## src/rtl/wbu_commit_stage_pkg.sv

```systemverilog
// Shared types and constants for the writeback/commit stage.
package wbu_commit_stage_pkg;

  localparam int WBU_XLEN       = 32;
  localparam int WBU_ADDR_WIDTH = 5;
  localparam logic [WBU_XLEN-1:0] WBU_RESET_PC = 32'h8000_0000;

  // Writeback source select
  typedef enum logic [1:0] {
    WB_ALU = 2'd0,
    WB_LSU = 2'd1,
    WB_CSR = 2'd2,
    WB_PC4 = 2'd3
  } wb_sel_e;

  // Single-entry occupancy
  typedef enum logic {
    S_EMPTY = 1'b0,
    S_FULL  = 1'b1
  } state_e;

  // One completed instruction as held by the stage
  typedef struct packed {
    logic [WBU_XLEN-1:0]       pc;
    logic [WBU_XLEN-1:0]       alu;
    logic [WBU_XLEN-1:0]       lsu;
    logic [WBU_XLEN-1:0]       csr_rdata;
    wb_sel_e                   wb_sel;
    logic [WBU_ADDR_WIDTH-1:0] rd;
    logic                      rd_wen;
    logic                      csr_wen;
    logic [WBU_XLEN-1:0]       csr_wdata;
    logic                      jump;
    logic [WBU_XLEN-1:0]       target;
    logic                      ecall;
    logic                      mret;
  } entry_t;

endpackage

```

## src/rtl/wbu_commit_stage_if.sv

```systemverilog
// EXU/LSU -> writeback result bus with its valid/ready handshake.
interface wbu_commit_stage_if;
  import wbu_commit_stage_pkg::*;

  logic                      in_valid;
  logic                      in_ready;
  logic [WBU_XLEN-1:0]       in_pc;
  logic [WBU_XLEN-1:0]       in_alu;
  logic [WBU_XLEN-1:0]       in_lsu;
  logic [WBU_XLEN-1:0]       in_csr_rdata;
  logic [1:0]                in_wb_sel;
  logic [WBU_ADDR_WIDTH-1:0] in_rd;
  logic                      in_rd_wen;
  logic                      in_csr_wen;
  logic [WBU_XLEN-1:0]       in_csr_wdata;
  logic                      in_jump;
  logic [WBU_XLEN-1:0]       in_target;
  logic                      in_ecall;
  logic                      in_mret;

  // Producer side (EXU/LSU)
  modport master (
    output in_valid, in_pc, in_alu, in_lsu, in_csr_rdata, in_wb_sel, in_rd,
           in_rd_wen, in_csr_wen, in_csr_wdata, in_jump, in_target,
           in_ecall, in_mret,
    input  in_ready
  );

  // Consumer side (commit stage)
  modport slave (
    input  in_valid, in_pc, in_alu, in_lsu, in_csr_rdata, in_wb_sel, in_rd,
           in_rd_wen, in_csr_wen, in_csr_wdata, in_jump, in_target,
           in_ecall, in_mret,
    output in_ready
  );

endinterface

```

## src/rtl/wbu_next_pc_sel.sv

```systemverilog
// Next-PC priority mux: trap/return vector, then jump target, then pc+4.
module wbu_next_pc_sel #(
  parameter int XLEN = 32
) (
  input  logic            ecall_i,
  input  logic            mret_i,
  input  logic            jump_i,
  input  logic [XLEN-1:0] pc_i,
  input  logic [XLEN-1:0] target_i,
  input  logic [XLEN-1:0] csr_data_pc_i,
  output logic [XLEN-1:0] next_pc_o
);

  // ecall and mret share csr_data_pc; the CSR block picks mtvec vs mepc
  always_comb begin
    next_pc_o = pc_i + XLEN'(4);
    if (ecall_i || mret_i) begin
      next_pc_o = csr_data_pc_i;
    end else if (jump_i) begin
      next_pc_o = target_i;
    end
  end

endmodule

```

## src/rtl/wbu_commit_stage.sv

```systemverilog
// Writeback/commit stage: single-entry buffer, writeback mux, commit
// strobes to the register file and CSR block, next-PC handoff, instret.
module wbu_commit_stage
  import wbu_commit_stage_pkg::*;
#(
  parameter int XLEN       = WBU_XLEN,
  parameter int ADDR_WIDTH = WBU_ADDR_WIDTH,
  parameter logic [XLEN-1:0] RESET_PC = WBU_RESET_PC
) (
  input  logic                  clock,
  input  logic                  reset,
  wbu_commit_stage_if.slave     in_bus,
  input  logic [XLEN-1:0]       csr_data_pc,
  output logic [XLEN-1:0]       rf_wdata,
  output logic [ADDR_WIDTH-1:0] rf_waddr,
  output logic                  rf_wen,
  output logic                  rf_valid,
  output logic [XLEN-1:0]       csr_wdata,
  output logic                  csr_wen,
  output logic                  ecall_single,
  output logic [XLEN-1:0]       ecall_now_pc,
  output logic                  out_valid,
  input  logic                  out_ready,
  output logic [XLEN-1:0]       next_pc,
  output logic [63:0]           instret
);

  state_e          state_q, state_d;
  entry_t          entry_q, entry_d;
  logic [63:0]     instret_q, instret_d;
  logic [XLEN-1:0] last_pc_q, last_pc_d;
  logic [XLEN-1:0] sel_pc;
  logic            full;
  logic            commit;
  logic            accept;

  assign full            = (state_q == S_FULL);
  assign commit          = full & out_ready;
  assign in_bus.in_ready = (state_q == S_EMPTY) | commit;
  assign accept          = in_bus.in_valid & in_bus.in_ready;

  wbu_next_pc_sel #(.XLEN(XLEN)) u_next_pc_sel (
    .ecall_i       (entry_q.ecall),
    .mret_i        (entry_q.mret),
    .jump_i        (entry_q.jump),
    .pc_i          (entry_q.pc),
    .target_i      (entry_q.target),
    .csr_data_pc_i (csr_data_pc),
    .next_pc_o     (sel_pc)
  );

  // Next state: capture on accept (may overlap a commit), drain on commit
  always_comb begin
    state_d   = state_q;
    entry_d   = entry_q;
    instret_d = instret_q;
    last_pc_d = last_pc_q;
    if (accept) begin
      state_d           = S_FULL;
      entry_d.pc        = in_bus.in_pc;
      entry_d.alu       = in_bus.in_alu;
      entry_d.lsu       = in_bus.in_lsu;
      entry_d.csr_rdata = in_bus.in_csr_rdata;
      entry_d.wb_sel    = wb_sel_e'(in_bus.in_wb_sel);
      entry_d.rd        = in_bus.in_rd;
      entry_d.rd_wen    = in_bus.in_rd_wen;
      entry_d.csr_wen   = in_bus.in_csr_wen;
      entry_d.csr_wdata = in_bus.in_csr_wdata;
      entry_d.jump      = in_bus.in_jump;
      entry_d.target    = in_bus.in_target;
      entry_d.ecall     = in_bus.in_ecall;
      entry_d.mret      = in_bus.in_mret;
    end else if (commit) begin
      state_d = S_EMPTY;
    end
    if (commit) begin
      instret_d = instret_q + 64'd1;
      last_pc_d = sel_pc;
    end
  end

  // State registers; reset drops any in-flight entry
  always_ff @(posedge clock or negedge reset) begin
    if (!reset) begin
      state_q   <= S_EMPTY;
      entry_q   <= '0;
      instret_q <= '0;
      last_pc_q <= RESET_PC;
    end else begin
      state_q   <= state_d;
      entry_q   <= entry_d;
      instret_q <= instret_d;
      last_pc_q <= last_pc_d;
    end
  end

  // Writeback data select; pc+4 wraps at XLEN
  always_comb begin
    rf_wdata = entry_q.alu;
    case (entry_q.wb_sel)
      WB_ALU: rf_wdata = entry_q.alu;
      WB_LSU: rf_wdata = entry_q.lsu;
      WB_CSR: rf_wdata = entry_q.csr_rdata;
      WB_PC4: rf_wdata = entry_q.pc + XLEN'(4);
      default: rf_wdata = entry_q.alu;
    endcase
  end

  assign rf_waddr     = entry_q.rd;
  assign rf_valid     = commit;
  assign rf_wen       = commit & entry_q.rd_wen;
  assign csr_wen      = commit & entry_q.csr_wen;
  assign csr_wdata    = entry_q.csr_wdata;
  assign ecall_single = full & entry_q.ecall;
  assign ecall_now_pc = entry_q.pc;
  assign out_valid    = full;
  assign next_pc      = full ? sel_pc : last_pc_q;
  assign instret      = instret_q;

endmodule

```

## src/flat_wrapper.sv

```systemverilog
// flat-port wrapper written by rule: the top's interface ports become plain ports
module wbu_commit_stage_flat import wbu_commit_stage_pkg::*;
#(
  parameter int XLEN       = WBU_XLEN,
  parameter int ADDR_WIDTH = WBU_ADDR_WIDTH,
  parameter logic [XLEN-1:0] RESET_PC = WBU_RESET_PC
)
  (clock, reset, csr_data_pc, rf_wdata, rf_waddr, rf_wen, rf_valid, csr_wdata, csr_wen, ecall_single, ecall_now_pc, out_valid, out_ready, next_pc, instret, in_bus_in_valid, in_bus_in_pc, in_bus_in_alu, in_bus_in_lsu, in_bus_in_csr_rdata, in_bus_in_wb_sel, in_bus_in_rd, in_bus_in_rd_wen, in_bus_in_csr_wen, in_bus_in_csr_wdata, in_bus_in_jump, in_bus_in_target, in_bus_in_ecall, in_bus_in_mret, in_bus_in_ready);
  wbu_commit_stage_if in_bus_i ();
  input  logic clock;
  input  logic reset;
  input  logic [XLEN-1:0] csr_data_pc;
  output logic [XLEN-1:0] rf_wdata;
  output logic [ADDR_WIDTH-1:0] rf_waddr;
  output logic rf_wen;
  output logic rf_valid;
  output logic [XLEN-1:0] csr_wdata;
  output logic csr_wen;
  output logic ecall_single;
  output logic [XLEN-1:0] ecall_now_pc;
  output logic out_valid;
  input  logic out_ready;
  output logic [XLEN-1:0] next_pc;
  output logic [63:0] instret;
  input wire logic [$bits(in_bus_i.in_valid)-1:0] in_bus_in_valid;
  input wire logic [$bits(in_bus_i.in_pc)-1:0] in_bus_in_pc;
  input wire logic [$bits(in_bus_i.in_alu)-1:0] in_bus_in_alu;
  input wire logic [$bits(in_bus_i.in_lsu)-1:0] in_bus_in_lsu;
  input wire logic [$bits(in_bus_i.in_csr_rdata)-1:0] in_bus_in_csr_rdata;
  input wire logic [$bits(in_bus_i.in_wb_sel)-1:0] in_bus_in_wb_sel;
  input wire logic [$bits(in_bus_i.in_rd)-1:0] in_bus_in_rd;
  input wire logic [$bits(in_bus_i.in_rd_wen)-1:0] in_bus_in_rd_wen;
  input wire logic [$bits(in_bus_i.in_csr_wen)-1:0] in_bus_in_csr_wen;
  input wire logic [$bits(in_bus_i.in_csr_wdata)-1:0] in_bus_in_csr_wdata;
  input wire logic [$bits(in_bus_i.in_jump)-1:0] in_bus_in_jump;
  input wire logic [$bits(in_bus_i.in_target)-1:0] in_bus_in_target;
  input wire logic [$bits(in_bus_i.in_ecall)-1:0] in_bus_in_ecall;
  input wire logic [$bits(in_bus_i.in_mret)-1:0] in_bus_in_mret;
  output wire logic [$bits(in_bus_i.in_ready)-1:0] in_bus_in_ready;
  assign in_bus_i.in_valid = in_bus_in_valid;
  assign in_bus_i.in_pc = in_bus_in_pc;
  assign in_bus_i.in_alu = in_bus_in_alu;
  assign in_bus_i.in_lsu = in_bus_in_lsu;
  assign in_bus_i.in_csr_rdata = in_bus_in_csr_rdata;
  assign in_bus_i.in_wb_sel = in_bus_in_wb_sel;
  assign in_bus_i.in_rd = in_bus_in_rd;
  assign in_bus_i.in_rd_wen = in_bus_in_rd_wen;
  assign in_bus_i.in_csr_wen = in_bus_in_csr_wen;
  assign in_bus_i.in_csr_wdata = in_bus_in_csr_wdata;
  assign in_bus_i.in_jump = in_bus_in_jump;
  assign in_bus_i.in_target = in_bus_in_target;
  assign in_bus_i.in_ecall = in_bus_in_ecall;
  assign in_bus_i.in_mret = in_bus_in_mret;
  assign in_bus_in_ready = in_bus_i.in_ready;
  wbu_commit_stage #(.XLEN(XLEN), .ADDR_WIDTH(ADDR_WIDTH), .RESET_PC(RESET_PC)) u_core (.clock(clock), .reset(reset), .in_bus(in_bus_i), .csr_data_pc(csr_data_pc), .rf_wdata(rf_wdata), .rf_waddr(rf_waddr), .rf_wen(rf_wen), .rf_valid(rf_valid), .csr_wdata(csr_wdata), .csr_wen(csr_wen), .ecall_single(ecall_single), .ecall_now_pc(ecall_now_pc), .out_valid(out_valid), .out_ready(out_ready), .next_pc(next_pc), .instret(instret));
endmodule
```

## config.mk

```make
export PLATFORM = sky130hd
export DESIGN_NAME = wbu_commit_stage_flat
export DESIGN_NICKNAME = d
export VERILOG_FILES = /design/src/rtl/wbu_commit_stage_pkg.sv /design/src/rtl/wbu_commit_stage_if.sv /design/src/rtl/wbu_next_pc_sel.sv /design/src/rtl/wbu_commit_stage.sv /design/src/flat_wrapper.sv
export SDC_FILE = /design/constraint.sdc
export NUM_CORES = 1
export LEC_CHECK = 0
export ABC_AREA = 0
export CORE_ASPECT_RATIO = 0.6
export CORE_UTILIZATION = 48
export DETAILED_ROUTE_END_ITERATION = 7
export GPL_ROUTABILITY_DRIVEN = 1
export PLACE_DENSITY_LB_ADDON = 0.15
export REMOVE_ABC_BUFFERS = 1
export SLEW_MARGIN = 20
export SYNTH_ARGS = -nofsm -noshare
export SYNTH_HDL_FRONTEND = slang
export SYNTH_HIERARCHICAL = 1
export SYNTH_SLANG_ARGS = --single-unit
```

## constraint.sdc

```tcl
create_clock -name clock -period 3.74 [get_ports clock]
set_clock_uncertainty 0.05 [all_clocks]
set_input_delay 0.748 -clock clock [delete_from_list [all_inputs] [get_ports clock]]
set_output_delay 0.748 -clock clock [all_outputs]
set_load 0.1 [all_outputs]
```

==> metrics.md, run 1 <==
| Metric | Value |
|---|---|
| Post-route ant nets | `0` |
| Combinational power share | `44.4%` |
| Cell count after synthesis | `1256` |
| Syn_area_per_cell | `12.09 sq um` |
| R2R Path End | `u_core/instret[58]$_DFFE_PN0P_` |
| Clk pwr share | `23.3%` |
| Cell chain of the critical path | `and4_4, nor4bb_4, buf_4, buf_4, nand3_1, xnor2_1, mux4_2, buf_12` |
| Max-Cap Viols | `0` |
| Initial antenna violation count | `11` |
| Mux cell area share after synthesis | `23.78%` |
| Vias/cell | `around 5.4` |
| Leak | `8.835 nW` |
| Place WS | `0.3372 ns` |
| Final hold violation count | `0` |
| Die ar. | `32370 sq um` |
| Delay-heaviest family, CP | `simple AND/OR/NAND/NOR gates` |
| Die Height | `about 140 microns` |
| Yosys top cell area share | `roughly half` |
| Starting Density | `48.73%` |
| First-pass GRT wire length | `just under 70000 microns` |
| Cell with the most instances after synthesis | `dfrtp_1` |
| Remaining DRCs | `0` |
| Clock latency on the worst-skew pair | `0.57 ns` |
| Hold slack | `roughly 0.16 ns` |
| Post-Route Utilization | `68.05%` |
| CTS tree | `yes` |
| FF-to-FF path depth | `5` |
| Post-Synth XOR/XNOR Area | `between 6 and 7%` |
| PnR Total Power | `12.54 mW` |
| Dpl hpwl | `32980 microns` |
| Int Pwr | `7.285 mW` |
| Post-Layout Cell Count | `2093` |
| Fraction of registers with async set or reset after synthesis | `between 90% and 100%` |
| Cell repeated most along the worst path | `buf_4` |
| Layout cells sized above 1 | `31.65%` |
| Clock Sinks | `301` |
| Layout Nets | `1887` |
| # IOs | `443` |
| Crit Path Max Fanout | `7` |
| Core area | `~31000 sq um` |
| Die W | `231.6 microns` |
| CTS Buf Count | `30` |
| Post-route cell area | `21200 sq um` |
| Sw Ratio | `41.93%` |
| Placed instance count | `2015` |
| Simple-gate share of the synthesized area | `10.43%` |
| Gr usage total | `27.67%` |
| Critical path class | `reg2out` |
| Buf+Inv Stages, Crit Path | `3` |
| Synth top area cells | `dfrtp_1 (49%), mux2_2 (20%), xnor2_1 (3.6%)` |
| DRT iter0 DRCs | `658` |
| Yosys reg bits | `between 300 and 400` |
| # hold bufs at CTS | `0` |
| Slew Limit Headroom | `27.07%` |
| R2R Setup Slk | `1.09 ns` |
| Period utilization | `97.10%` |
| Slew Limit Fails | `0` |
| Number of global-route vias before repair | `11550` |
| GPL Wtd Cong | `0.9115` |
| Hold crit path type | `in2async` |
| Vias post-DR | `11358` |
| Register share of total power | `32.4%` |
| Min Tclk post-route | `~3.6 ns` |
| Req. time, crit path | `2.94 ns` |
| Setup tns final | `0 ns` |
| Max stage delay cell, worst path | `mux4_2` |
| Area Overhead vs Synth | `39.65%` |
| Clk slew on worst S/H paths | `0.06 ns` |
| RR Startpoint | `u_core/instret[24]$_DFFE_PN0P_` |
| Drt wl/cell | `around 21 microns` |
| P per Cell Area | `approximately 590 nW/um^2` |
| Clk buf depth | `3` |
| Pin count of the biggest net entering global routing | `91` |
| Post-synthesis cell area | `between 15000 and 20000 sq um` |
| Top post-synthesis cells by count | `dfrtp_1 (300), mux2_2 (271), buf_4 (70)` |
| Final setup violating endpoints | `0` |
| Slew at the pin closest to its max-slew limit | `1.091 ns` |
| CP Launch Type | `register` |
| Number of flops mapped to enable cells by yosys | `0` |
| Seq/Total Area, Yosys | `around half` |
| F_max | `275.4 MHz` |
| Synth Area in Compound Gates | `3.594%` |
| Adder-cell area share of the yosys netlist | `0.2473%` |
| Area leader, netlist | `dfrtp_1` |
| Clock Root Buffer | `clkbuf_16` |
| Area after DPL | `20100 sq um` |
| CP max stage delay | `0.51 ns` |
| Peak supply drop | `approximately 400 uV` |
| Crit. End Element | `primary output` |
| Drt pass-1 iters | `7` |
| Setup ws final | `0.1084 ns` |
| Switching power | `5.260 mW` |
| CTS HTree Levels | `1` |
| GR Overflow Total | `0` |
| Status | `finished, final reports clean` |
| Port bufs | `442` |
| Rows | `50` |
| CP arrival | `approximately 2.8 ns` |
| Ys flop type | `dfrtp_1` |
| Count of cell types in the netlist | `49` |
| WL final | `44990 microns` |
| Yosys warnings | `6` |
| Combinational family with the most area after synthesis | `multiplexers` |
-- state kept, by name, indices dropped and copies added (netlist names) --
name	flops
u_core/csr_wdata	32
u_core/ecall_now_pc	32
u_core/entry_q	135
u_core/instret	64
u_core/last_pc_q	32
u_core/out_valid	1
u_core/rf_waddr	5
-- layout make-up --
cell class                      instances  area, sq um
Antenna cell                            9        22.52
Clock buffer                           48        899.6
Clock inverter                          8        43.79
Fill cell                            2301         9955
Inverter                               13        48.80
Multi-Input combinational cell        810         6828
Sequential cell                       301         7556
Tap cell                              416        520.5
Timing Repair Buffer                  488         5281
-- how the worst max path moves through the flow --
stage / start / endpoint / slack, ns / cells after the start
5_1_grt: u_core/ecall_now_pc[8]$_DFFE_PN0P_ / rf_wdata[23] / -0.0006 / 8
6_report: u_core/ecall_now_pc[8]$_DFFE_PN0P_ / rf_wdata[23] / 0.11 / 8
3_3_place_gp: u_core/ecall_now_pc[2]$_DFFE_PN0P_ / rf_wdata[22] / 0.44 / 7
4_1_cts: u_core/ecall_now_pc[13]$_DFFE_PN0P_ / rf_wdata[17] / 0.01 / 7
2_1_floorplan: u_core/out_valid$_DFFE_PN0P_ / u_core/csr_wdata[0]$_DFFE_PN0P_ / -4.39 / 3
3_5_place_dp: u_core/ecall_now_pc[2]$_DFFE_PN0P_ / rf_wdata[22] / 0.34 / 7
-- layout by cell type, fill, tap and decap left out, types with 11 or more instances in the layout --
master / instances
xor2_1: 52
nand4_1: 42
clkdlybuf4s50_1: 347
mux4_2: 23
clkbuf_1: 11
buf_4: 80
nand3_1: 50
nand2_1: 54
a21oi_1: 41
o22ai_1: 16
xnor2_1: 62
nor3_1: 12
clkbuf_16: 31
nor2_1: 61
dfrtp_1: 282
dfrtp_2: 18
mux2_2: 271
buf_12: 59
o21ai_0: 32
inv_1: 12
and3_1: 22
-- per-layer routing --
metal / vias up / track usage, % / wire length [microns]
li1: 5211 / - / -
met1: 5694 / 37.43 / 19310
met2: 389 / 43.33 / 20960
met3: 60 / 7.828 / 3643
met4: 4 / 8.033 / 1052
met5: - / 0 / 27
-- cell families after synthesis --
| logic type | count (synthesis) |
|---|---|
| AOI/OAI and AO/OA | 99 |
| xor gates and xnor gates | 115 |
| adders and majority gates | 3 |
| buffers and inverters | 145 |
| DFF | 301 |
| muxes | 298 |
| and+or+nand+nor | 295 |
-- power by group through the flow --
| stage | Clock, mW | Combinational (mW) | Sequential (mW) |
|---|---|---|---|
| after floorplan | 0 | 2.68 | 5.11 |
| after global placement | 0 | 5.50 | 4.08 |
| after detailed placement | 0 | 5.54 | 4.12 |
| after global routing | 3.12 | 5.76 | 4.12 |
| final | 2.92 | 5.57 | 4.06 |
| after CTS | 3.00 | 5.56 | 4.07 |
-- repair_timing --
| action | 4_1_cts | 5_1_grt |
|---|---|---|
| setup endpoints to repair | 24 | 15 |
| gates resized for setup | 14 | 10 |
| setup buffers | 2 | 11 |
| endpoints found under the hold margin | 0 | 0 |
| pin swaps | 0 | 3 |
(Power assumes the default switching activity.)
==> run 2, diff against run 1 <==
--- a/config.mk
+++ b/config.mk
@@ -7,7 +7,7 @@
 export LEC_CHECK = 0
 export ABC_AREA = 0
 export CORE_ASPECT_RATIO = 0.6
-export CORE_UTILIZATION = 48
+export CORE_UTILIZATION = 50
 export DETAILED_ROUTE_END_ITERATION = 7
 export GPL_ROUTABILITY_DRIVEN = 1
 export PLACE_DENSITY_LB_ADDON = 0.15
==> constraint.sdc (replaced) <==
create_clock -name clock -period 4.35 [get_ports clock]
set_clock_uncertainty 0.05 [all_clocks]
set_input_delay 0.87 -clock clock [delete_from_list [all_inputs] [get_ports clock]]
set_output_delay 0.87 -clock clock [all_outputs]
set_load 0.1 [all_outputs]
==> metrics.md, run 2 (synthesis results as in run 1) <==
| Metric | Value |
|---|---|
| Status | `finished, final reports clean` |
| Die W | `227.0 microns (-2.0%)` |
| CP max stage delay | `0.63 ns (+0.12 ns)` |
| Vias/cell | `5.556 (+2.4%)` |
| GPL Wtd Cong | `0.8705 (-4.5%)` |
| Pin count of the biggest net entering global routing | `89 (-2.2%)` |
| Max stage delay cell, worst path | `nor4bb_4` |
| Commonest cells after routing, fill and taps aside | `clkdlybuf4s50_1 (373), dfrtp_1 (298), mux2_2 (271), xnor2_1 (63), nor2_1 (62)` |
| Clock Sinks | `301 (unchanged)` |
| Layout Nets | `1866 (-1.1%)` |
| Number of flip-flops in the largest register | `135 (unchanged)` |
| Layout cells sized above 1 | `28.16% (-3.5 points)` |
| RSZ-0062 raised after global routing | `false` |
| Hold crit path type | `in2async` |
| Starting Density | `51.80% (+3.1 points)` |
| Clk slew on worst S/H paths | `0.07 ns (about the same)` |
| Port bufs | `442 (unchanged)` |
| Initial antenna violation count | `6 (-5)` |
| WL final | `46140 microns (+2.6%)` |
| Period utilization | `95.30%` |
| DRT iter0 DRCs | `547 (-17%)` |
| Core area | `29310 sq um (-5.9%)` |
| Delay-heaviest family, CP | `simple AND/OR/NAND/NOR gates` |
| Req. time, crit path | `3.43 ns (+0.49 ns)` |
| Top reg by flops | `u_core/entry_q` |
| Remaining DRCs | `0 (unchanged)` |
| Gr usage total | `29.48% (+1.8 points)` |
| Drt pass-1 iters | `5 (-2)` |
| Commonest non-fill, non-tap cell in the layout | `clkdlybuf4s50_1` |
| Clk buf depth | `3 (unchanged)` |
| Clock latency on the worst-skew pair | `0.57 ns (about the same)` |
| # IOs | `443 (unchanged)` |
| CTS HTree Levels | `1 (unchanged)` |
| Drt wl/cell | `22.54 microns (+4.9%)` |
| P per Cell Area | `518.0 nW/um^2 (-12%)` |
| GR Overflow Total | `0 (unchanged)` |
| Max-Cap Viols | `0 (unchanged)` |
| # resized after CTS | `0 (-14)` |
| Post-Route Utilization | `71.38% (+3.3 points)` |
| Vias post-DR | `11373 (+0.13%)` |
| CTS tree | `yes` |
| Slew Limit Fails | `0 (unchanged)` |
| Setup repair bufs after CTS | `0 (-2)` |
| CP Launch Type | `register` |
| Final setup violating endpoints | `0 (unchanged)` |
| Rows | `48 (-4.0%)` |
| Number of global-route vias before repair | `11893 (+3.0%)` |
| First-pass GRT wire length | `69450 microns (+1.3%)` |
| Die ar. | `31090 sq um (-4.0%)` |
| Area Overhead vs Synth | `37.81%` |
| Crit. End Element | `primary output` |
| Hold slack | `0.2212 ns (+0.06183 ns)` |
| Leak | `8.688 nW (-1.7%)` |
| CP arrival | `3.23 ns (+0.40 ns)` |
| Min Tclk post-route | `4.145 ns` |
| Buf+Inv Stages, Crit Path | `1 (-2)` |
| Clock Root Buffer | `clkbuf_16` |
| CTS Buf Count | `29 (-3.3%)` |
| Slew Limit Headroom | `27.97% (+0.90 points)` |
| Die Height | `137.0 microns (-2.0%)` |
| Dpl hpwl | `33660 microns (+2.0%)` |
| F_max | `241.2 MHz` |
| # hold bufs at CTS | `0 (unchanged)` |
| Cell chain of the critical path | `and4_1, nor4bb_4, nand4_1, xnor2_1, mux4_2, buf_12` |
| Slew at the pin closest to its max-slew limit | `1.077 ns (-0.01345 ns)` |
| Crit Path Max Fanout | `9 (+2)` |
| Final hold violation count | `0 (unchanged)` |
| Peak supply drop | `376.1 uV (-6.0%)` |
| Post-route ant nets | `0 (unchanged)` |
| Critical path class | `reg2out` |
==> run 2: final cells by class <==
class,count,area (sq um)
fill,2086,8388
sequential,301,7536
multi-input combinational,810,6810
timing repair buffer,468,5005
clock buffer,40,837.1
tap,400,500.5
clock inverter,12,175.2
inverter,13,48.80
antenna,3,7.507
==> run 2: per-layer routing <==
metal,vias up,wire length (microns),track usage (%)
met4,4,1041,7.867
li1,5158,-,-
met5,-,27,0
met2,378,21410,46.74
met3,73,3824,8.781
met1,5760,19830,39.50
==> run 2: worst paths after layout <==
kind / start / endpoint / slack, ns / depth (start not counted)
worst max-delay path: u_core/ecall_now_pc[8]$_DFFE_PN0P_ / rf_wdata[17] / 0.20 / 6
worst min-delay path: reset / u_core/ecall_now_pc[9]$_DFFE_PN0P_ / 0.22 / 1
worst max register to register: u_core/out_valid$_DFFE_PN0P_ / u_core/instret[35]$_DFFE_PN0P_ / 1.27 / 6
worst min register to register: u_core/instret[63]$_DFFE_PN0P_ / u_core/instret[63]$_DFFE_PN0P_ / 0.44 / 1
max in group asynchronous: reset / u_core/entry_q[160]$_DFFE_PN0P_ / 3.07 / 2
min in group clock: u_core/instret[63]$_DFFE_PN0P_ / u_core/instret[63]$_DFFE_PN0P_ / 0.44 / 1
==> run 2: per-stage QoR <==
step           instance area (sq um)  setup WS [ns]  total power, mW  TNS (ns)  instances
2_1_floorplan                  14370         -3.784            6.697   -776.38       1124
3_3_place_gp                   19900         0.8623            8.099         0       1992
3_5_place_dp                   19900         0.7950            8.165         0       1992
4_1_cts                        20910         0.2002            10.89         0       2044
5_1_grt                        20920        0.01634            11.19         0       2046
6_report                       20920         0.2046            10.84         0       2047
==> run 2: power by group <==
group          internal, mW  switching [mW]
Clock                  1.58            1.13
Combinational          1.52            3.09
Sequential             3.19           0.325
Total                  6.29            4.54
==> run 3, diff against run 2 <==
==> constraint.sdc (replaced) <==
create_clock -name clock -period 4.35 [get_ports clock]
set_clock_uncertainty 0.05 [all_clocks]
set_input_delay 0.6525 -clock clock [delete_from_list [all_inputs] [get_ports clock]]
set_output_delay 0.6525 -clock clock [all_outputs]
set_load 0.1 [all_outputs]
==> metrics.md, run 3 (synthesis results as in run 1) <==
| Metric | Value |
|---|---|
| Drt pass-1 iters | `5 (unchanged)` |
| Clk slew on worst S/H paths | `0.06 ns (about the same)` |
| Remaining DRCs | `0 (unchanged)` |
| Crit. End Element | `primary output` |
| Min Tclk post-route | `4.106 ns (-0.03960 ns)` |
| Clock Sinks | `301 (unchanged)` |
| FF-to-FF path depth | `6 (unchanged)` |
| Clk buf depth | `3 (unchanged)` |
| Number of global-route vias before repair | `11645 (-2.1%)` |
| CP arrival | `3.40 ns (+0.17 ns)` |
| Vias post-DR | `11372 (-0.0088%)` |
| Max-Cap Viols | `0 (unchanged)` |
| Place WS | `0.6493 ns (-0.1457 ns)` |
| GR Overflow Total | `0 (unchanged)` |
| Hold crit path type | `in2async` |
| # IOs | `443 (unchanged)` |
| PnR Total Power | `10.63 mW (-1.9%)` |
| Post-route ant nets | `0 (unchanged)` |
| Die W | `227.0 microns (unchanged)` |
| Core area | `29310 sq um (unchanged)` |
| CTS HTree Levels | `1 (unchanged)` |
| Status | `finished, final reports clean` |
| F_max | `243.6 MHz (+0.96%)` |
| Post-Layout Cell Count | `2042 (-0.24%)` |
| Layout cells sized above 1 | `27.32% (-0.84 points)` |
| # resized after CTS | `0 (unchanged)` |
| Final hold violation count | `0 (unchanged)` |
| Vias/cell | `5.569 (+0.24%)` |
| R2R Path End | `u_core/instret[58]$_DFFE_PN0P_` |
| CTS Buf Count | `30 (+3.4%)` |
| First-pass GRT wire length | `69290 microns (-0.23%)` |
| Leak | `8.566 nW (-1.4%)` |
| RSZ-0062 raised after global routing | `false` |
| Slew Limit Fails | `0 (unchanged)` |
| Dpl hpwl | `32970 microns (-2.0%)` |
| RR Startpoint | `u_core/out_valid$_DFFE_PN0P_` |
| Rows | `48 (unchanged)` |
| Final setup violating endpoints | `0 (unchanged)` |
| Period utilization | `94.39% (-0.91 points)` |
| Post-Route Utilization | `70.54% (-0.84 points)` |
| WL final | `46010 microns (-0.28%)` |
| Area Overhead vs Synth | `36.18%` |
| Met1 usage | `39.60% (+0.098 points)` |
| Req. time, crit path | `3.65 ns (+0.22 ns)` |
| Clock latency on the worst-skew pair | `0.57 ns (about the same)` |
| Setup repair bufs after CTS | `0 (unchanged)` |
| Met2 Use GR | `46.74% (unchanged)` |
| R2R Setup Slk | `1.49 ns (+0.22 ns)` |
| Peak supply drop | `342.7 uV (-8.9%)` |
| Top reg by flops | `u_core/entry_q` |
| Die ar. | `31090 sq um (unchanged)` |
| Setup crit start | `u_core/ecall_now_pc[7]$_DFFE_PN0P_` |
| Placed instance count | `1983 (-0.45%)` |
| Crit Path Max Fanout | `10 (+1)` |
| GPL Wtd Cong | `0.8614 (-1.0%)` |
| Slew Limit Headroom | `26.49% (-1.5 points)` |
| CTS tree | `yes` |
| Setup ws final | `0.2442 ns (+0.03960 ns)` |
| Slew at the pin closest to its max-slew limit | `1.099 ns (+0.02213 ns)` |
| Initial antenna violation count | `8 (+2)` |
| # hold bufs at CTS | `0 (unchanged)` |
| Filler Cells Inserted | `2139 (+2.5%)` |
| Layout Nets | `1858 (-0.43%)` |
| Critical path class | `reg2out` |
| P per Cell Area | `514.4 nW/um^2 (-0.70%)` |
| DRT iter0 DRCs | `866 (+58%)` |
| CP Launch Type | `register` |
| Commonest non-fill, non-tap cell in the layout | `clkdlybuf4s50_1` |
| Port bufs | `442 (unchanged)` |
| Gr usage total | `29.40% (-0.084 points)` |
| Clock Root Buffer | `clkbuf_16` |
| Commonest cells after routing, fill and taps aside | `clkdlybuf4s50_1 (376), dfrtp_1 (298), mux2_2 (271), xnor2_1 (63), nor2_1 (62)` |
| Pin count of the biggest net entering global routing | `109 (+22%)` |
| Starting Density | `51.80% (unchanged)` |
| Grt peak-use layer | `met2` |
| Number of flip-flops in the largest register | `135 (unchanged)` |
| Drt wl/cell | `22.53 microns (about the same)` |
| Met3 Usage GRT | `8.094% (-0.69 points)` |
| Die Height | `137.0 microns (unchanged)` |
==> run 3: cell types whose count changed in the layout (fill, tap and decap cells not counted), moves of 3 or more <==
cell / previous run / this run
diode_2: 3 / 6
clkdlybuf4s50_1: 373 / 376
buf_12: 44 / 31
clkbuf_1: 4 / 9
==> run 3: layout make-up <==
| cell class | count | area [sq um] | share of cell area (%) |
|---|---|---|---|
| antenna | 6 | 15.01 | 0.07263 |
| clock buffer | 45 | 878.3 | 4.249 |
| clock inverter | 8 | 96.34 | 0.4660 |
| inverter | 13 | 48.80 | 0.2360 |
| multi-input combinational | 810 | 6817 | 32.97 |
| sequential | 301 | 7536 | 36.45 |
| tap | 400 | 500.5 | 2.421 |
| timing repair buffer | 459 | 4782 | 23.13 |
==> run 3: critical path, stage by stage (launching register included) <==
cell and delay (ns):
dfrtp_1 0.55, and4_1 0.41, nor4bb_4 0.74, nand4_1 0.20, xnor2_1 0.21, mux4_2 0.48
buf_4 0.25
==> run 3: power by group <==
group,switching (mW),internal (mW)
sequential,0.344,3.19
combinational,3.05,1.43
clock,1.11,1.50
total,4.50,6.13
==> run 3: metrics by stage <==
| stage | setup TNS, ns | instance area, sq um | hold slack, ns |
|---|---|---|---|
| after floorplan | -774.42 | 14370 | 0.3069 |
| after detailed placement | 0 | 19680 | 0.4090 |
| after CTS | 0 | 20650 | 0.1433 |
| after global routing | 0 | 20670 | 0.1848 |
| final | 0 | 20670 | 0.09963 |
| after global placement | 0 | 19680 | 0.4094 |
==> run 3: worst max path at each step <==
stage          slack (ns)                               to
3_3_place_gp         0.91                      next_pc[28]
4_1_cts              0.14                      next_pc[28]
3_5_place_dp         0.65                      next_pc[28]
5_1_grt              0.11                      next_pc[28]
2_1_floorplan       -3.78  u_core/csr_wdata[0]$_DFFE_PN0P_
6_report             0.24                     rf_wdata[17]
==> run 3: metal layers <==
metal,vias to the layer above,wire [microns]
li1,5140,-
met1,5747,19970
met2,398,21290
met3,83,3599
met4,4,1132
met5,-,25
==> variant 1: new RTL, config.mk and constraints of run 1 <==
Remove the case item `WB_PC4` of the case on `entry_q.wb_sel`.
--- a/src/rtl/wbu_commit_stage.sv
+++ b/src/rtl/wbu_commit_stage.sv
@@ -102,5 +102,4 @@
       WB_LSU: rf_wdata = entry_q.lsu;
       WB_CSR: rf_wdata = entry_q.csr_rdata;
-      WB_PC4: rf_wdata = entry_q.pc + XLEN'(4);
       default: rf_wdata = entry_q.alu;
     endcase
Function: changed (Yosys sat finds a counterexample within 4 cycles, from zero or initial values and one cycle with reset low).
==> variant 1 against run 1 <==
Setup slack worse by 0.0016 ns. First-iteration DRC count up 45%. Sequential cell count unchanged. Non-clock buffer count down 20. Register-to-register slack better by 0.16 ns. Routed wire length down 4.6%. Core utilization up 0.82 points. Critical path depth up 1. Area after synthesis down 3.6%. Count of clock-buffer cells in the layout down 9. Cell area down 2.6%. Die area down 3.6%. Power down 0.26%. Critical path type unchanged. Critical endpoint is now next_pc[28]. Largest cell class unchanged.
==> variant 1: results (changes against run 1) <==
- Status: finished, final reports clean (unchanged)
- Routability cong.: 0.8944 (was 0.9115)
- DR WL/cell: 20.56 um (was 21.50 um)
- Max IR drop VDD: 0.0004797 V (was 0.0004002 V)
- Global-route usage over all layers: 27.29% (was 27.67%)
- Reg2Reg Launch Point: u_core/out_valid (was u_core/instret[24])
- H-tree depth: 1 (unchanged)
- Sequential share of the synthesized area: 51.49% (was 49.62%)
- Register-to-register setup slack: 1.25 ns (was 1.09 ns)
- Max reg flops: 135 (unchanged)
- Min Hold Slack: 0.1044 ns (was 0.1594 ns)
- Global-route wire length before repair: 65.25 mm (was 68.58 mm)
- Arrival time at the worst endpoint: 2.84 ns (was 2.83 ns)
- TritonCTS Buffers: 29 (was 30)
- Die Footprint: 31210 um^2 (was 32370 um^2)
- Initial antenna violation count: 4 (was 11)
- Largest Register: u_core/entry_q (unchanged)
- DR vias/cell: 5.395 (was 5.427)
- Slowest-stage cell, CP: dfrtp_2 (was mux4_2)
- Crit. Startpoint: u_core/ecall_now_pc[2] (was u_core/ecall_now_pc[8])
- Pre-Repair DR Iteration Count: 5 (was 7)
- Hold WC Path Type: input pin to asynchronous set/reset pin (unchanged)
- Root buffer cell: clkbuf_16 (unchanged)
- R2R depth: 4 (was 5)
- Final hold vios: 0 (unchanged)
- CTS clk-pin slew, worst paths: 0.07 ns
- CP Max Fanout: 9 (was 7)
- Setup WS pre-CTS: 0.5440 ns (was 0.3372 ns)
- YS warnings: 6 (unchanged)
- DPL Wire Length: 31.08 mm (was 32.98 mm)
- Slew @ Worst Pin: 1.091 ns (about the same)
- Final setup viols: 0 (unchanged)
- Net switching power: 5.179 mW (was 5.260 mW)
- Longest Clk Path Bufs: 3 (unchanged)
- First DRT Iteration DRCs: 956 (was 658)
- Top cells by area, synth: dfrtp_1 (51%), mux2_2 (18%), nand2_1 (4.5%) (was dfrtp_1 (49%), mux2_2 (20%), xnor2_1 (3.6%))
- Largest net degree at the start of global routing: 77 (was 91)
- Vias in the first global route: 11270 (was 11550)
- Worst-Skew Late Latency: 0.57 ns (about the same)
- CP top delay family: simple AND/OR/NAND/NOR gates (unchanged)
- # nets final: 1899 (was 1887)
- Leak: 8.902 nW (was 8.835 nW)
- Async set or reset register ratio after synthesis: 100.0% (unchanged)
- PortBufs: 442 (unchanged)
- Synth cell types: 48 (was 49)
- Commonest cells in the netlist: dfrtp_1 (300), mux2_2 (236), nand2_1 (176), buf_4 (72), o21ai_0 (58) (was dfrtp_1 (300), mux2_2 (271), buf_4 (70), nor2_1 (63), xnor2_1 (63))
- Fraction of layout cells with a size suffix above 1: 25.10% (was 31.65%)
- Critical Path Sink: next_pc[28] (was rf_wdata[23])
- RR Endpoint: u_core/ecall_now_pc[3] (was u_core/instret[58])
- Crit-path max cell delay: 0.41 ns (was 0.51 ns)
[variant 1: logic make-up after synthesis]
logic type	share of synthesized area [%]
AOI/OAI and AO/OA	5.122
xor gates and xnor gates	5.208
DFF	51.49
muxes	18.44
adders and majority gates	0.3421
buffers and inverters	6.037
and+or+nand+nor	13.37
[variant 1: layout make-up]
class,instances,area [um^2]
tap,408,510.5
timing repair buffer,468,5283
sequential,301,7536
clock buffer,39,823.3
clock inverter,14,202.7
multi-input combinational,844,6243
fill,2213,9333
antenna,3,7.507
inverter,11,41.29
[variant 1: repair_timing]
action                                  CTS  global route
pin swaps                                 0             1
hold endpoints to repair                  0             0
setup buffers                             0             3
gates cloned                              0             0
resized for setup                         1             7
endpoints found under the setup margin    3            12
[variant 1: layer usage]
metal	vias up	GRT usage, %	wire length, um
li1	5194	-	-
met1	5605	38.69	19100
met2	395	41.34	19580
met3	68	7.315	3294
met4	2	7.233	948
met5	-	0	13
[variant 1: power by group through the flow]
| stage | combinational [mW] | sequential (mW) | clock (mW) |
|---|---|---|---|
| final | 5.32 | 4.02 | 3.17 |
| after global routing | 5.51 | 4.08 | 3.36 |
| after CTS | 5.32 | 4.02 | 3.24 |
| after detailed placement | 5.31 | 4.07 | 0 |
| after global placement | 5.27 | 4.05 | 0 |
| after floorplan | 2.50 | 5.02 | 0 |
[variant 1: through the flow]
step / utilization [%] / instance area (um^2) / std cells / total power, mW
floorplan: - / 13790 / 1156 / 7.522
CTS: 68.69 / 20590 / 2082 / 12.58
finish: 68.87 / 20650 / 2088 / 12.51
global placement: 65.26 / 19570 / 2029 / 9.326
global route: 68.85 / 20640 / 2086 / 12.95
detailed placement: 65.26 / 19570 / 2029 / 9.384
==> variant 2: new RTL, config.mk and constraints of run 1 <==
Without the edit above. Change the package constant `WBU_XLEN` from 32 to 64.
--- a/src/rtl/wbu_commit_stage_pkg.sv
+++ b/src/rtl/wbu_commit_stage_pkg.sv
@@ -2,5 +2,5 @@
 package wbu_commit_stage_pkg;
 
-  localparam int WBU_XLEN       = 32;
+  localparam int WBU_XLEN       = 64;
   localparam int WBU_ADDR_WIDTH = 5;
   localparam logic [WBU_XLEN-1:0] WBU_RESET_PC = 32'h8000_0000;
Ports: changed (11 resized); port bits go from 443 to 795. No check against the original RTL was run, so the function may have changed too.
==> variant 2 against run 1 <==
Critical path depth increased by 3. Sequential cell count rose by 224. Area after synthesis up 79%. Die area increased by 78%. The run now ends with setup timing left. Cell area increased by 93%. Critical path type unchanged. Highest routed layer unchanged. Power increased by 95%. Non-clock buffer count grew 528. Critical endpoint is now next_pc[59]. Setup slack worse by 0.30 ns. Via count grew 93%. Routed wire length up 120%.
==> variant 2: results (changes against run 1) <==
- Status: finished, violations left (was finished, final reports clean)
- Failing checks: setup timing
- DR vias/cell: 5.605 (was 5.427)
- Max reg flops: 263 (was 135)
- Routability cong.: 0.9258 (was 0.9115)
- Max IR drop VDD: 0.0005232 V (was 0.0004002 V)
- DPL Wire Length: 72.96 mm (was 32.98 mm)
- First DRT Iteration DRCs: 1839 (was 658)
- Fillers: 3729 (was 2301)
- RR Endpoint: u_core/last_pc_q[45] (was u_core/instret[58])
- Pint: 14.23 mW (was 7.285 mW)
- R2R depth: 20 (was 5)
- Routed wire length: 100.1 mm (was 44.99 mm)
- Final setup viols: 42 (was 0)
- Post-Layout Cell Count: 3901 (was 2093)
- Sequential share of the synthesized area: 48.27% (was 49.62%)
- Die Footprint: 57690 um^2 (was 32370 um^2)
- Reg2Reg Launch Point: u_core/ecall_now_pc[20] (was u_core/instret[24])
- Commonest cells in the netlist: mux2_2 (543), dfrtp_1 (524), buf_4 (135), nand2_1 (113), xnor2_1 (106) (was dfrtp_1 (300), mux2_2 (271), buf_4 (70), nor2_1 (63), xnor2_1 (63))
- Slew @ Worst Pin: 1.049 ns (was 1.091 ns)
- Global-route wire length before repair: 145.6 mm (was 68.58 mm)
- Arrival time at the worst endpoint: 3.14 ns (was 2.83 ns)
- Slowest-stage cell, CP: dfrtp_2 (was mux4_2)
- Largest net degree at the start of global routing: 87 (was 91)
- PortBufs: 794 (was 442)
- Worst-Skew Late Latency: 0.61 ns (was 0.57 ns)
- Top cells by area, synth: dfrtp_1 (48%), mux2_2 (22%), buf_4 (3.7%) (was dfrtp_1 (49%), mux2_2 (20%), xnor2_1 (3.6%))
- H-tree depth: 2 (was 1)
- Avg Cell Area, Syn: 12.08 um^2 (was 12.09 um^2)
- Largest Register: u_core/entry_q (unchanged)
- Initial antenna violation count: 30 (was 11)
- Crit-path max cell delay: 0.44 ns (was 0.51 ns)
- # nets final: 3543 (was 1887)
- Vias in the first global route: 22860 (was 11550)
- Synth cell types: 56 (was 49)
- Placed cell count: 3675 (was 2015)
- P_clk: 6.04 mW (was 2.92 mW)
- Setup WS pre-CTS: -0.1738 ns (was 0.3372 ns)
- Setup ws final: -0.1964 ns (was 0.1084 ns)
- Register-to-register setup slack: -0.07 ns (was 1.09 ns)
- TritonCTS Buffers: 52 (was 30)
- Min Hold Slack: 0.08256 ns (was 0.1594 ns)
- CP Max Fanout: 6 (was 7)
- Pre-Repair DR Iteration Count: 5 (was 7)
- Global-route usage over all layers: 33.59% (was 27.67%)
- Reg power frac: 29.3% (was 32.4%)
## variant 2: cell count changes after synthesis, sizes merged, moves of 18 or more
cell and change:
nand3 +18, o21ai +25, buf +42, nor3 +36, nand2 +58, and3 +28
nor2 +25, xnor2 +43, clkbuf +75, a21oi +24, dfrtp +224, o22ai +23
mux2 +272
## variant 2: worst max path at each step
stage	startpoint	to	slack (ns)
2_1_floorplan	u_core/out_valid	u_core/csr_wdata[0]	-9.75
3_3_place_gp	u_core/ecall_now_pc[31]	next_pc[42]	-0.12
3_5_place_dp	u_core/ecall_now_pc[31]	next_pc[54]	-0.17
4_1_cts	u_core/ecall_now_pc[6]	next_pc[49]	-0.15
5_1_grt	u_core/ecall_now_pc[12]	next_pc[49]	-0.32
6_report	u_core/ecall_now_pc[2]	next_pc[59]	-0.20
## variant 2: per-stage QoR
stage / total power, mW / cell area, um^2
2_1_floorplan: 14.32 / 25750
3_3_place_gp: 17.93 / 36760
3_5_place_dp: 18.10 / 36760
4_1_cts: 24.42 / 39980
5_1_grt: 25.26 / 40880
6_report: 24.51 / 40890
## variant 2: kinds of logic (layout without fill, tap and decap cells)
family	Yosys count	count (layout)	synth area share (%)
multiplexers	600	600	26.35
XOR/XNOR	168	168	5.406
AO/OA/AOI/OAI	184	184	3.797
flip-flops	525	525	48.27
AND/OR/NAND/NOR	495	496	10.20
adder cells (fa/ha/maj)	4	4	0.1839
other	0	24	0
buffers and inverters	277	1141	5.792
## variant 2: routing by layer
metal	part of all wire [%]	track usage, %
met1	39	42.07
met2	49	55.28
met3	8.7	9.608
met4	3.3	12.05
met5	0.072	0
## variant 2: area by class of cell
type                    instances  area [um^2]  share of cell area, %
clock inverters                29        466.7                  1.141
multi-input cells            1452        13620                  33.32
repair buffers               1016        11020                  26.95
flip-flops and latches        525        13180                  32.23
diodes                         24        60.06                 0.1469
inverters                      28        105.1                 0.2570
well taps                     759        949.7                  2.322
clock buffers                  68         1483                  3.626
## variant 2: repair_timing
action / CTS / global route
resized for setup: 176 / 121
setup endpoints to repair: 94 / 81
gates cloned: 2 / 0
pin swaps: 62 / 59
buffers inserted: 66 / 39
## variant 2: worst register-to-register path, stage by stage (launching register included)
cell,delay [ns]
dfrtp_1,0.36
buf_4,0.20
and4_1,0.26
and4_4,0.36
nand4_4,0.22
nor3_2,0.25
xnor2_1,0.16
o22ai_1,0.12
buf_4,0.14
buf_4,0.12
buf_4,0.12
buf_4,0.12
buf_4,0.12
buf_4,0.12
buf_4,0.12
buf_4,0.12
buf_4,0.12
buf_4,0.12
buf_4,0.13
buf_6,0.10
mux2_4,0.25
